File: src/rtl/hazard_pkg.sv
// Shared constants for the hazard/forwarding controller: mux select encodings
// and the Tnew/Tuse values the decoder hands in.
package hazard_pkg;

  localparam int unsigned RAW_DEF = 5;
  localparam int unsigned TW_DEF  = 2;

  // D-stage operand mux
  localparam logic [1:0] SEL_GRF = 2'd0;
  localparam logic [1:0] SEL_E   = 2'd1;
  localparam logic [1:0] SEL_M   = 2'd2;
  localparam logic [1:0] SEL_W   = 2'd3;

  // E/M-stage operand muxes
  localparam logic [1:0] SEL_PIPE  = 2'd0;
  localparam logic [1:0] SEL_FWD_M = 2'd1;
  localparam logic [1:0] SEL_FWD_W = 2'd2;

  localparam logic [1:0] TNEW_LINK = 2'd0;
  localparam logic [1:0] TNEW_ALU  = 2'd1;
  localparam logic [1:0] TNEW_LOAD = 2'd2;
  localparam logic [1:0] TUSE_NONE = 2'd3;

endpackage

File: src/rtl/fwd_sel.sv
// Priority match of one source register against up to three producer entries.
// sel_c = 0 for no hit, otherwise 1 + index of the nearest ready producer.
module fwd_sel
  import hazard_pkg::*;
#(
  parameter int unsigned RAW = RAW_DEF,
  parameter int unsigned TW  = TW_DEF
) (
  input  logic [RAW-1:0] src,
  input  logic [2:0]     en,
  input  logic [RAW-1:0] a3_0,
  input  logic [TW-1:0]  tnew_0,
  input  logic [RAW-1:0] a3_1,
  input  logic [TW-1:0]  tnew_1,
  input  logic [RAW-1:0] a3_2,
  input  logic [TW-1:0]  tnew_2,
  output logic [1:0]     sel_c
);

  function automatic logic hit(input logic e, input logic [RAW-1:0] s,
                               input logic [RAW-1:0] a3, input logic [TW-1:0] tnew);
    return e && (a3 == s) && (tnew == '0);
  endfunction

  // $0 is never forwarded; a nonzero src match implies a nonzero a3
  always_comb begin
    sel_c = 2'd0;
    if (src != '0) begin
      if (hit(en[0], src, a3_0, tnew_0))      sel_c = 2'd1;
      else if (hit(en[1], src, a3_1, tnew_1)) sel_c = 2'd2;
      else if (hit(en[2], src, a3_2, tnew_2)) sel_c = 2'd3;
    end
  end

endmodule

File: src/rtl/hazard_ctrl.sv
// Stall and forwarding-select generator for the 5-stage MIPS pipeline, driven
// by a shadow pipeline of {rs, rt, a3, tnew} for the E, M and W stages.
module hazard_ctrl
  import hazard_pkg::*;
#(
  parameter int unsigned RAW = RAW_DEF,
  parameter int unsigned TW  = TW_DEF
) (
  input  logic           clk,
  input  logic           reset,
  input  logic [RAW-1:0] d_rs,
  input  logic [RAW-1:0] d_rt,
  input  logic [TW-1:0]  d_tuse_rs,
  input  logic [TW-1:0]  d_tuse_rt,
  input  logic [RAW-1:0] d_a3,
  input  logic [TW-1:0]  d_tnew,
  input  logic           d_is_md,
  input  logic           md_busy,
  output logic           stall,
  output logic [1:0]     fwd_d_rs_sel,
  output logic [1:0]     fwd_d_rt_sel,
  output logic [1:0]     fwd_e_rs_sel,
  output logic [1:0]     fwd_e_rt_sel,
  output logic           fwd_m_rt_sel
);

  typedef struct packed {
    logic [RAW-1:0] rs;
    logic [RAW-1:0] rt;
    logic [RAW-1:0] a3;
    logic [TW-1:0]  tnew;
  } entry_t;

  entry_t e_q, m_q, w_q;
  entry_t e_d, m_d, w_d;
  logic [1:0] m_rt_sel;
  logic       w_unused;

  function automatic logic [TW-1:0] tdec(input logic [TW-1:0] t);
    return (t == '0) ? '0 : t - TW'(1);
  endfunction

  function automatic logic raw_hz(input logic [RAW-1:0] src, input logic [TW-1:0] tuse,
                                  input entry_t x);
    return (x.a3 != '0) && (x.a3 == src) && (tuse != TW'(TUSE_NONE)) && (tuse < x.tnew);
  endfunction

  assign stall = (md_busy & d_is_md)
               | raw_hz(d_rs, d_tuse_rs, e_q) | raw_hz(d_rs, d_tuse_rs, m_q)
               | raw_hz(d_rt, d_tuse_rt, e_q) | raw_hz(d_rt, d_tuse_rt, m_q);

  // Advance the shadow pipeline; tnew counts down and saturates at 0
  always_comb begin
    w_d      = m_q;
    w_d.tnew = tdec(m_q.tnew);
    m_d      = e_q;
    m_d.tnew = tdec(e_q.tnew);
    e_d      = '0;
    if (!stall) e_d = '{rs: d_rs, rt: d_rt, a3: d_a3, tnew: d_tnew};
  end

  always_ff @(posedge clk) begin
    if (reset) begin
      e_q <= '0;
      m_q <= '0;
      w_q <= '0;
    end else begin
      e_q <= e_d;
      m_q <= m_d;
      w_q <= w_d;
    end
  end

  fwd_sel #(.RAW(RAW), .TW(TW)) u_d_rs (
    .src(d_rs), .en(3'b111),
    .a3_0(e_q.a3), .tnew_0(e_q.tnew),
    .a3_1(m_q.a3), .tnew_1(m_q.tnew),
    .a3_2(w_q.a3), .tnew_2(w_q.tnew),
    .sel_c(fwd_d_rs_sel)
  );

  fwd_sel #(.RAW(RAW), .TW(TW)) u_d_rt (
    .src(d_rt), .en(3'b111),
    .a3_0(e_q.a3), .tnew_0(e_q.tnew),
    .a3_1(m_q.a3), .tnew_1(m_q.tnew),
    .a3_2(w_q.a3), .tnew_2(w_q.tnew),
    .sel_c(fwd_d_rt_sel)
  );

  fwd_sel #(.RAW(RAW), .TW(TW)) u_e_rs (
    .src(e_q.rs), .en(3'b011),
    .a3_0(m_q.a3), .tnew_0(m_q.tnew),
    .a3_1(w_q.a3), .tnew_1(w_q.tnew),
    .a3_2('0),     .tnew_2('0),
    .sel_c(fwd_e_rs_sel)
  );

  fwd_sel #(.RAW(RAW), .TW(TW)) u_e_rt (
    .src(e_q.rt), .en(3'b011),
    .a3_0(m_q.a3), .tnew_0(m_q.tnew),
    .a3_1(w_q.a3), .tnew_1(w_q.tnew),
    .a3_2('0),     .tnew_2('0),
    .sel_c(fwd_e_rt_sel)
  );

  fwd_sel #(.RAW(RAW), .TW(TW)) u_m_rt (
    .src(m_q.rt), .en(3'b001),
    .a3_0(w_q.a3), .tnew_0(w_q.tnew),
    .a3_1('0),     .tnew_1('0),
    .a3_2('0),     .tnew_2('0),
    .sel_c(m_rt_sel)
  );

  assign fwd_m_rt_sel = (m_rt_sel == SEL_FWD_M);

  // W sources are kept for debug visibility only
  assign w_unused = ^{w_q.rs, w_q.rt};

endmodule

File: config.mk
export PLATFORM = sky130hd
export DESIGN_NAME = hazard_ctrl
export DESIGN_NICKNAME = d
export VERILOG_FILES = /design/src/rtl/hazard_pkg.sv /design/src/rtl/fwd_sel.sv /design/src/rtl/hazard_ctrl.sv
export SDC_FILE = /design/constraint.sdc
export NUM_CORES = 1
export LEC_CHECK = 0
export BUFFER_PORTS_ARGS = -buffer_cell sky130_fd_sc_hd__buf_2
export CELL_PAD_IN_SITES_DETAIL_PLACEMENT = 0
export CELL_PAD_IN_SITES_GLOBAL_PLACEMENT = 1
export CORE_MARGIN = 8
export CORE_UTILIZATION = 25
export DETAILED_ROUTE_END_ITERATION = 12
export PLACE_DENSITY = 0.57
export SYNTH_ARGS = -nofsm -noshare
export SYNTH_HDL_FRONTEND = slang
export SYNTH_HIERARCHICAL = 1
export SYNTH_SLANG_ARGS = --single-unit
File: constraint.sdc
create_clock -name clk -period 4.4 [get_ports clk]
set_clock_uncertainty 0.2 [all_clocks]
set_input_delay 0.44 -clock clk [delete_from_list [all_inputs] [get_ports clk]]
set_output_delay 0.44 -clock clk [all_outputs]
set_load 0.02 [all_outputs]
# Word level (Yosys, flattened, before mapping)
# Cells that the tools add are included.
op_classes:
  add_sub_neg: 2
  magnitude_cmp: 4
  n_eq_ne: 14
  n_mux: 16
  n_bitwise: 5
  n_reduce_logical: 36
ops:
  columns: ["op", "n"]
  rows:
  - ["equality test 5 bit", 11]
  - ["nonzero test 5 bit", 7]
  - ["2-to-1 mux 2 bit", 15]
  - ["logical AND 1 bit", 23]
  - ["less-than comparator 2 bit", 4]
  - ["logical NOT 2 bit", 3]
  - ["OR reduction 2 bit", 3]
  - ["!= test 2 bit, second input constant", 2]
  - ["OR 1 bit", 4]
  - ["subtractor 2 x 1 -> 2 bit, second input constant", 2]
  - ["equality test 2 x 1 -> 1 bit, second input constant", 1]
  - ["AND 1 bit", 1]
  - ["2-to-1 mux 1 bit", 1]
totals:
  ff_bits: 36
  input_bits: 25
  out_inout_bits: 10
  wordCells: 86

# Depth between registers and ports, before layout
# Gate-level depths: netlist of the first run.
logic_depth:
  ltp_word: 9
  mapped_depth: 7
  mapped_depth_nobuf: 6

# Modules after synthesis
# The synthesis of the first run kept the hierarchy.
modules_own_cells:
  columns: ["module", "n_inst", "cells_each", "area_each_um2", "seq_area_each_um2"]
  rows:
  - ["hazard_ctrl", 1, 145, 1507.7, 720.7]
  - ["fwd_sel", 5, 33, 237.7, 0.0]

# Worst setup path after synthesis of the first run
# No wires, ideal clock.
synth_path:
  kind: "input to output"
  from: "input port d_tuse_rs[1]"
  to: "output port stall"
  arrival_ns: 1.447
  required_ns: 3.760
  setup_slack_ns: 2.313
  cell_stages: 5
  n_path_buf: 0
  cell_sequence: "ha_1 a211oi_1 nand4_2 o211ai_4 or2_2"
synth_via:
  elab_chain_len: 7
synth_lines:
  columns: ["item", "line_no", "text"]
  rows:
  - ["start, declared", "hazard_ctrl.sv:13", "input logic [TW-1:0] d_tuse_rs,"]
  - ["!= test 2 bit", "hazard_ctrl.sv:45", "return (x.a3 != '0) && (x.a3 == src) && (tuse != TW'(TUSE_NONE)) && (tuse < x.tnew);"]
  - ["logical AND 1 bit (2 in series)", "hazard_ctrl.sv:45", null]
  - ["OR 1 bit", "hazard_ctrl.sv:49", "| raw_hz(d_rs, d_tuse_rs, e_q) | raw_hz(d_rs, d_tuse_rs, m_q)"]
  - ["OR 1 bit *", "hazard_ctrl.sv:49", null]
  - ["OR 1 bit * (2 in series)", "hazard_ctrl.sv:50", "| raw_hz(d_rt, d_tuse_rt, e_q) | raw_hz(d_rt, d_tuse_rt, m_q);"]
  - ["end, declared", "hazard_ctrl.sv:19", "output logic stall,"]
# Every way passes the cells marked *; elsewhere a longest branch is shown, timed or not.

# Final worst setup path of the first run
layout_path:
  from: "register e_q[1] (netlist bit)"
  to: "output port stall"
layout_via:
  elab_chain_len: 6
layout_lines:
  columns: ["item", "line_no", "text"]
  rows:
  - ["start, declared", "hazard_ctrl.sv:34", "entry_t e_q, m_q, w_q;"]
  - ["start signal, assigned", "hazard_ctrl.sv:64", "e_q <= '0;"]
  - ["start signal, assigned", "hazard_ctrl.sv:68", "e_q <= e_d;"]
  - ["less-than comparator 2 bit", "hazard_ctrl.sv:45", null]
  - ["logical AND 1 bit", "hazard_ctrl.sv:45", null]
  - ["OR 1 bit (2 in series)", "hazard_ctrl.sv:49", null]
  - ["OR 1 bit * (2 in series)", "hazard_ctrl.sv:50", null]
# Marks and branches as above.

==> results.yml, run 1 <==
synth:
  ys_warn_count: 6
  synthFlopType: "dfxtp_1"
  synth-seq-cells: 36
  synthesis.area_um2: 2700
  synth_cell_types: 31
  postSynthAreaPerCell_um2: 8.70
  synth_seq_area_share: 0.267
  syn_inst: 310
  synth_edf_count: 0
  synthArstFlopShare: 0
grt:
  grt_pass1_vias: 2451
  grtUsageTotal: 0.111
  grt_max_degree: 37
  grt_pass1_wl_um: 12900
  antenna_found_initial: 0
  grt_overflow_total: 0
sta:
  drv_slew: 0
  tns_ns: 0
  period_share: 0.648
  post-route-min-period_ns: 2.85
  finalHoldViolCount: 0
  finalSetupViolCount: 0
  clock.fmax_mhz: 351
  rsz0062_at_grt: "false"
  slew-limit-headroom: 0.504
  hold-worst-slack_ns: 0.174
  tightest_slew_ns: 0.744
power_and_ir_drop:
  clockPowerShare: 0.309
  pwr-share-comb: 0.234
  p_per_area_nw_per_um2: 253
  ir_drop_v: 0.000106
  power_switching_mw: 0.256
  p_leak_nw: 1.41
  p_total_mw: 0.826
  seq_power_share: 0.457
  power.internal_mw: 0.569
  switching_share: 0.311
hold_path:
  holdCritPathClass: "primary input to register"
  hold_start: "d_a3[0]"
  holdPathEnd: "e_q[2]"
  min_path_cells: 3
die:
  num_rows: 38
  io-pin-count: 35
  die_x_um: 120
  die_area_um2: 14400
  die_h_um: 120
  initial_utilization: 0.252
  core-area_um2: 10700
cts:
  cts.sinks: 36
  cts_resized: 0
  worstSkewPairLatency_ns: 0.28
  cts_max_level: 2
  numCtsBuffers: 5
  clk_path_buf_depth: 2
  cts_tree: "done"
  cts-root-buf: "clkbuf_8"
  clk_pin_slew_ns: 0.07
  post_cts_buffers: 0
  hold_buffers: 0
drt:
  drt-initial-drc-count: 140
  vias: 2301
  dr.pass1.iters: 4
  antenna_left: 0
  finalWirelength_um: 7810
  drc_errors: 0
  avgViaCountPerCell: 4.37
  wl_per_cell_um: 14.8
cells_and_area:
  fillers: 1199
  layout_commonest_cell: "xor2_1"
  layout-drive-gt1-share: 0.132
  layout_common_cells: "xor2_1, xnor2_1, conb_1"
  antenna_cells: 0
  fin_nets: 418
  synthToLayoutAreaGrowth_pct: 21.2
setup_path:
  cp.arrival_ns: 2.21
  required_ns: 3.76
  cp_max_fo: 18
  worstPathCellList: "inv_1 > ha_1 > a21oi_1 > nand4_1 > o211ai_4 > or2_2 > buf_2"
  slowest_stage: "o211ai_4"
  critPathMaxStageDelay_ns: 0.59
  r2r_cells: 6
  path_class: "register to primary output"
  ff2ff_setup_slack_ns: 2.34
  r2r-end: "e_q[12]"
  r2r-start: "e_q[1]"
  start_kind: "register"
  end_kind: "primary output"
outcome:
  status: "finished clean"
run:
  cap_violations: 0
place:
  place_congestion: 0.826
  io_buffers: 34
  place_hpwl_um: 5820
## state kept, by name (all words and copies together) (netlist names)
signal  count
w_q         7
m_q        12
e_q        17
## final cells by class
type,count,area [µm²],share of cell area
Inverter,11,41.3,0.0126
Tap cell,140,175,0.0536
Clock buffer,7,96.3,0.0295
Timing Repair Buffer,35,178,0.0544
Multi-Input combinational cell,298,2060,0.629
Sequential cell,36,721,0.221
## power groups by stage
| stage | registers (mW) | logic, mW | clock network [mW] |
|---|---|---|---|
| floorplan | 0.372 | 0.141 | 0 |
| global placement | 0.386 | 0.191 | 0 |
| detailed placement | 0.386 | 0.193 | 0 |
| CTS | 0.378 | 0.194 | 0.261 |
| global route | 0.380 | 0.219 | 0.274 |
| finish | 0.377 | 0.193 | 0.255 |
## worst max-delay path: cells and delay by family, from the launching register on
family,cells,cell delay [ns]
compound gates,2,0.71
fa+ha+maj,1,0.19
buf+inv,2,0.26
flops,1,0.37
simple gates,2,0.40
## metal layers
metal / vias up / GRT usage / share of wire
li1: 1201 / - / -
met1: 1055 / 0.142 / 0.49
met2: 38 / 0.195 / 0.48
met3: 7 / 0.0155 / 0.028
met4: 0 / 0.0242 / 0.0078
met5: - / 0 / 0
## how the worst max path moves through the flow
stage | startpoint | endpoint | slack [ns] | depth (start not counted)
2_1_floorplan | d_tuse_rs[1] | stall | 2.31 | 5
3_3_place_gp | d_tuse_rt[1] | stall | 1.78 | 7
3_5_place_dp | d_tuse_rt[1] | stall | 1.74 | 7
4_1_cts | m_q[1] | stall | 1.51 | 7
5_1_grt | e_q[1] | stall | 1.38 | 7
6_report | e_q[1] | stall | 1.55 | 7
## Yosys cell counts, types with 6 or more instances
cell type	instances	share of area
dfxtp_1	36	0.27
ha_1	6	0.028
inv_1	11	0.015
nand2_1	18	0.025
nand4_1	16	0.037
nor2_1	18	0.025
nor2b_1	16	0.037
nor3_1	11	0.020
nor4_1	15	0.035
nor4b_1	12	0.039
o21ai_0	8	0.015
xnor2_1	45	0.15
xor2_1	50	0.16
## metrics by stage
step	util	area, µm²	worst slack (ns)	std cells
floorplan	-	2850	2.31	351
global placement	0.296	3170	1.78	520
detailed placement	0.296	3170	1.74	520
CTS	0.305	3270	1.51	527
global route	0.305	3270	1.38	527
finish	0.305	3270	1.55	527
## kinds of logic after synthesis
| logic type | count (synthesis) | synth area share |
|---|---|---|
| flip-flops | 36 | 0.267 |
| adder cells (fa/ha/maj) | 6 | 0.0278 |
| AND/OR/NAND/NOR | 134 | 0.310 |
| buffers and inverters | 17 | 0.0269 |
| AO/OA/AOI/OAI | 20 | 0.0571 |
| other | 2 | 0.00279 |
| XOR/XNOR | 95 | 0.309 |
Power figures use the tool's default switching activity.
==> inputs of run 2 (changes only) <==
Settings changed: ABC_AREA set to 1, PLACE_DENSITY 0.57 to 0.62.
Clock period 4.4 ns to 2.9 ns, I/O delays scaled along.
==> results.yml, run 2 <==
cts:
  numCtsBuffers: 5
  cts-root-buf: "clkbuf_16"
  cts_max_level: 2
  cts_resized: 0
  clk_pin_slew_ns: 0.06
  hold_buffers: 0
  post_cts_buffers: 0
  cts.sinks: 36
  worstSkewPairLatency_ns: 0.28
  clk_path_buf_depth: 2
  cts_tree: "done"
synth:
  postSynthAreaPerCell_um2: 5.34
  synthesis.area_um2: 3220
  synth-xor-area-share: 0.0545
  synth_cell_types: 23
  synthArstFlopShare: 0
  synth_top_cell_area_share: 0.229
  synth_edf_count: 0
  muxShareOfSynthArea: 0
  synth_compound_area_frac: 0.0409
  synth_top_family_by_area: "simple AND/OR/NAND/NOR gates"
  synth_commonest_cells: "nand2_1, inv_1, nor2_1"
  synth_top_cell_by_area: "nand2_1"
  ys_warn_count: 6
  synthFlopType: "dfxtp_1"
  synth_fa_ha_area_frac: 0.0233
  synth-seq-cells: 36
  yosysMostFrequentCell: "nand2_1"
  syn_inst: 602
  synth.area.top_cells: "nand2_1, dfxtp_1, inv_1"
  synth-simple-area-share: 0.477
  synth_seq_area_share: 0.224
cells_and_area:
  layout_commonest_cell: "nand2_1"
  fin_cells: 875
  top_regs: "e_q x17, m_q x12, w_q x7"
  largest_reg_flops: 17
  finish.utilization: 0.316
  layout-drive-gt1-share: 0.0896
  layout_common_cells: "nand2_1, inv_1, nor2_1"
  synthToLayoutAreaGrowth_pct: 23.4
  fin_nets: 733
  max_flop_register: "e_q"
  antenna_cells: 0
setup_path:
  path_class: "register to primary output"
  r2r-start: "m_q[5]"
  cp.arrival_ns: 1.98
  ff2ff_setup_slack_ns: 0.79
  r2r-end: "e_q[15]"
  r2r_cells: 9
  required_ns: 2.41
  start_kind: "register"
  end_kind: "primary output"
  cp_max_fo: 12
die:
  die_h_um: 129
  die_area_um2: 16700
  die_x_um: 129
  core-area_um2: 12600
  num_rows: 41
  io-pin-count: 35
  initial_utilization: 0.256
power_and_ir_drop:
  p_per_area_nw_per_um2: 362
  p_leak_nw: 2.10
  p_total_mw: 1.43
  ir_drop_v: 0.000221
run:
  cap_violations: 0
place:
  place_hpwl_um: 7400
  place_congestion: 0.799
  io_buffers: 34
  placed_cells: 867
sta:
  period_share: 0.852
  clock.fmax_mhz: 405
  rsz0062_at_grt: "false"
  slew-limit-headroom: 0.596
  finalSetupViolCount: 0
  tightest_slew_ns: 0.605
  hold-worst-slack_ns: 0.0174
  drv_slew: 0
  post-route-min-period_ns: 2.47
  tns_ns: 0
  finalHoldViolCount: 0
grt:
  grtUsageTotal: 0.116
  grt_overflow_total: 0
  antenna_found_initial: 0
  grt_pass1_wl_um: 15500
  grt_pass1_vias: 3176
  grt_max_degree: 21
drt:
  avgViaCountPerCell: 3.89
  drt-initial-drc-count: 114
  drc_errors: 0
  finalWirelength_um: 9350
  wl_per_cell_um: 10.7
  dr.pass1.iters: 4
  vias: 3400
  antenna_left: 0
hold_path:
  hold_start: "d_a3[4]"
  holdPathEnd: "e_q[6]"
  min_path_cells: 3
  holdCritPathClass: "primary input to register"
outcome:
  status: "finished clean"
==> run 2: changes by cell type in the layout (fill, tap and decap cells not counted), sizes merged, moves of 20 or more <==
cell   delta
xnor2    -43
nand2   +180
nor2     +80
inv     +136
xor2     -32
conb     +20
nand3    +25
==> run 2: cell type report <==
cell class	instances	area [µm²]
inverters	147	552
flip-flops and latches	36	721
clock inverters	3	23.8
multi-input cells	477	2150
well taps	172	215
repair buffers	35	178
clock buffers	5	125
fillers	1451	8600
==> run 2: power breakdown <==
part           total (mW)  leakage (nW)  internal, mW  switching (mW)
sequential          0.567         0.296         0.519          0.0476
combinational       0.330          1.74         0.126           0.204
clock               0.537        0.0660         0.319           0.218
total                1.43          2.10         0.965           0.469
==> run 2: through the flow <==
step	cell area, µm²	worst slack (ns)
after global routing	3970	0.208
after CTS	3970	0.424
final	3970	0.429
after global placement	3820	0.721
after floorplan	3440	1.15
after detailed placement	3820	0.744
==> run 2: worst max-delay path, stage by stage (launching register included) <==
cell and delay [ns]:
dfxtp_1 0.70, inv_1 0.17, nand2_1 0.09, nand2_1 0.05, nor3_1 0.17, nand3_1 0.11
nand2_1 0.10, nand2_2 0.07, nand3_1 0.07, buf_2 0.16
==> run 2: how the worst max path moves through the flow <==
stage                      start      endpoint  slack (ns)  cells past startpoint
after global routing      m_q[5]         stall        0.21                      9
after detailed placement  m_q[5]         stall        0.74                      9
after floorplan           w_q[4]  fwd_m_rt_sel        1.15                      8
after CTS                 m_q[5]         stall        0.42                      9
after global placement    m_q[5]         stall        0.72                      9
final                     m_q[5]         stall        0.43                      9
==> run 2: kinds of logic (layout without fill, tap and decap cells) <==
group                    Yosys count  after routing
AO/OA/AOI/OAI                     26             26
XOR/XNOR                          20             20
adder cells (fa/ha/maj)            6              6
buffers and inverters            150            190
flip-flops                        36             36
other                              2             63
AND/OR/NAND/NOR                  362            362
==> run 2: metal layers <==
layer / GRT usage / vias to the layer above / part of all wire
met3: 0.0185 / 4 / 0.022
met4: 0.0219 / 0 / 0.0041
met2: 0.210 / 34 / 0.50
li1: - / 1896 / -
met5: 0 / - / 0
met1: 0.142 / 1466 / 0.47
==> inputs of run 3 (changes only) <==
Settings changed: PLACE_DENSITY 0.62 to unset, PLACE_DENSITY_LB_ADDON set to 0.3.
==> results.yml, run 3 (synthesis gave the netlist of run 2 again) <==
cells_and_area:
  top_regs: "e_q x17, m_q x12, w_q x7"
  layout_common_cells: "nand2_1, inv_1, nor2_1"
  fillers: 1447
  fin_nets: 732
  synthToLayoutAreaGrowth_pct: 23.7
  layout_commonest_cell: "nand2_1"
  finish.utilization: 0.317
  antenna_cells: 0
  max_flop_register: "e_q"
  fin_cells: 874
  layout-drive-gt1-share: 0.0883
  largest_reg_flops: 17
setup_path:
  cp_max_fo: 12
  ff2ff_setup_slack_ns: 0.89
  cp.arrival_ns: 1.87
  path_class: "register to primary output"
  required_ns: 2.41
  r2r-start: "m_q[5]"
  start_kind: "register"
  end_kind: "primary output"
  r2r_cells: 9
  r2r-end: "e_q[16]"
place:
  placed_cells: 866
  dp_slack_ns: 0.850
  io_buffers: 34
  place_congestion: 0.817
  place_hpwl_um: 7410
die:
  die_h_um: 129
  core-area_um2: 12600
  io-pin-count: 35
  num_rows: 41
  initial_utilization: 0.256
  die_area_um2: 16700
  die_x_um: 129
power_and_ir_drop:
  p_leak_nw: 2.11
  p_per_area_nw_per_um2: 379
  ir_drop_v: 0.000219
sta:
  finalSetupViolCount: 0
  period_share: 0.815
  slew-limit-headroom: 0.658
  rsz0062_at_grt: "false"
  tightest_slew_ns: 0.513
  finalHoldViolCount: 0
  tns_ns: 0
  post-route-min-period_ns: 2.36
  drv_slew: 0
  clock.fmax_mhz: 423
  setup_ws_ns: 0.537
cts:
  worstSkewPairLatency_ns: 0.28
  hold_buffers: 0
  cts_tree: "done"
  cts.sinks: 36
  post_cts_buffers: 0
  cts_max_level: 2
  numCtsBuffers: 5
  clk_path_buf_depth: 2
  clk_pin_slew_ns: 0.06
  cts-root-buf: "clkbuf_16"
  cts_resized: 0
grt:
  grt_pass1_vias: 3307
  grt_max_degree: 21
  use_met1: 0.143
  grt_overflow_total: 0
  grtUsageTotal: 0.119
  grt.busiest_layer: "met2"
  grtUsageMet3: 0.0173
  grt_pass1_wl_um: 16000
  antenna_found_initial: 0
  grtUsageMet2: 0.220
drt:
  avgViaCountPerCell: 3.88
  vias: 3394
  drt-initial-drc-count: 176
  wl_per_cell_um: 10.6
  drc_errors: 0
  dr.pass1.iters: 4
  antenna_left: 0
  finalWirelength_um: 9280
hold_path:
  holdCritPathClass: "primary input to register"
  hold_start: "d_tnew[0]"
  holdPathEnd: "e_q[0]"
  min_path_cells: 3
run:
  cap_violations: 0
outcome:
  status: "finished clean"
run 3: layout make-up:
| type | count | area (µm²) | area share |
|---|---|---|---|
| well taps | 172 | 215 | 0.0541 |
| inverters | 147 | 552 | 0.139 |
| clock inverters | 3 | 42.5 | 0.0107 |
| multi-input cells | 477 | 2150 | 0.541 |
| clock buffers | 5 | 125 | 0.0314 |
| repair buffers | 34 | 170 | 0.0428 |
| flip-flops and latches | 36 | 721 | 0.181 |
run 3: metrics by stage:
step / hold WS (ns) / area, µm² / total power, mW
floorplan: 0.202 / 3440 / 0.806
global placement: 0.273 / 3810 / 0.908
detailed placement: 0.286 / 3810 / 0.909
CTS: 0.0200 / 3980 / 1.52
global route: 0.0322 / 3980 / 1.61
finish: 0.0231 / 3980 / 1.51
run 3: per-layer routing:
metal | vias up | routed length (µm) | part of all wire
li1 | 1895 | - | -
met1 | 1446 | 4290 | 0.46
met2 | 51 | 4690 | 0.51
met3 | 2 | 258 | 0.028
met4 | 0 | 44 | 0.0047
met5 | - | 0 | 0
run 3: worst max path at each step:
stage,startpoint,end,slack [ns],cells after the start
floorplan,w_q[4],fwd_m_rt_sel,1.15,8
global placement,m_q[5],stall,0.88,9
detailed placement,m_q[5],stall,0.85,9
CTS,m_q[5],stall,0.54,9
global route,m_q[5],stall,0.28,9
finish,m_q[5],stall,0.54,9
run 3: worst max-delay path, cell delays in order, from the launching register on:
cell and delay (ns):
dfxtp_1 0.62, inv_1 0.16, nand2_1 0.09, nand2_1 0.05, nor3_1 0.16, nand3_1 0.11
nand2_1 0.10, nand2_2 0.08, nand3_1 0.07, buf_2 0.16
run 3: power by group:
part / total (mW) / internal, mW / switching, mW
Sequential: 0.568 / 0.519 / 0.0483
Combinational: 0.329 / 0.126 / 0.204
Clock: 0.609 / 0.403 / 0.205
Total: 1.51 / 1.05 / 0.457
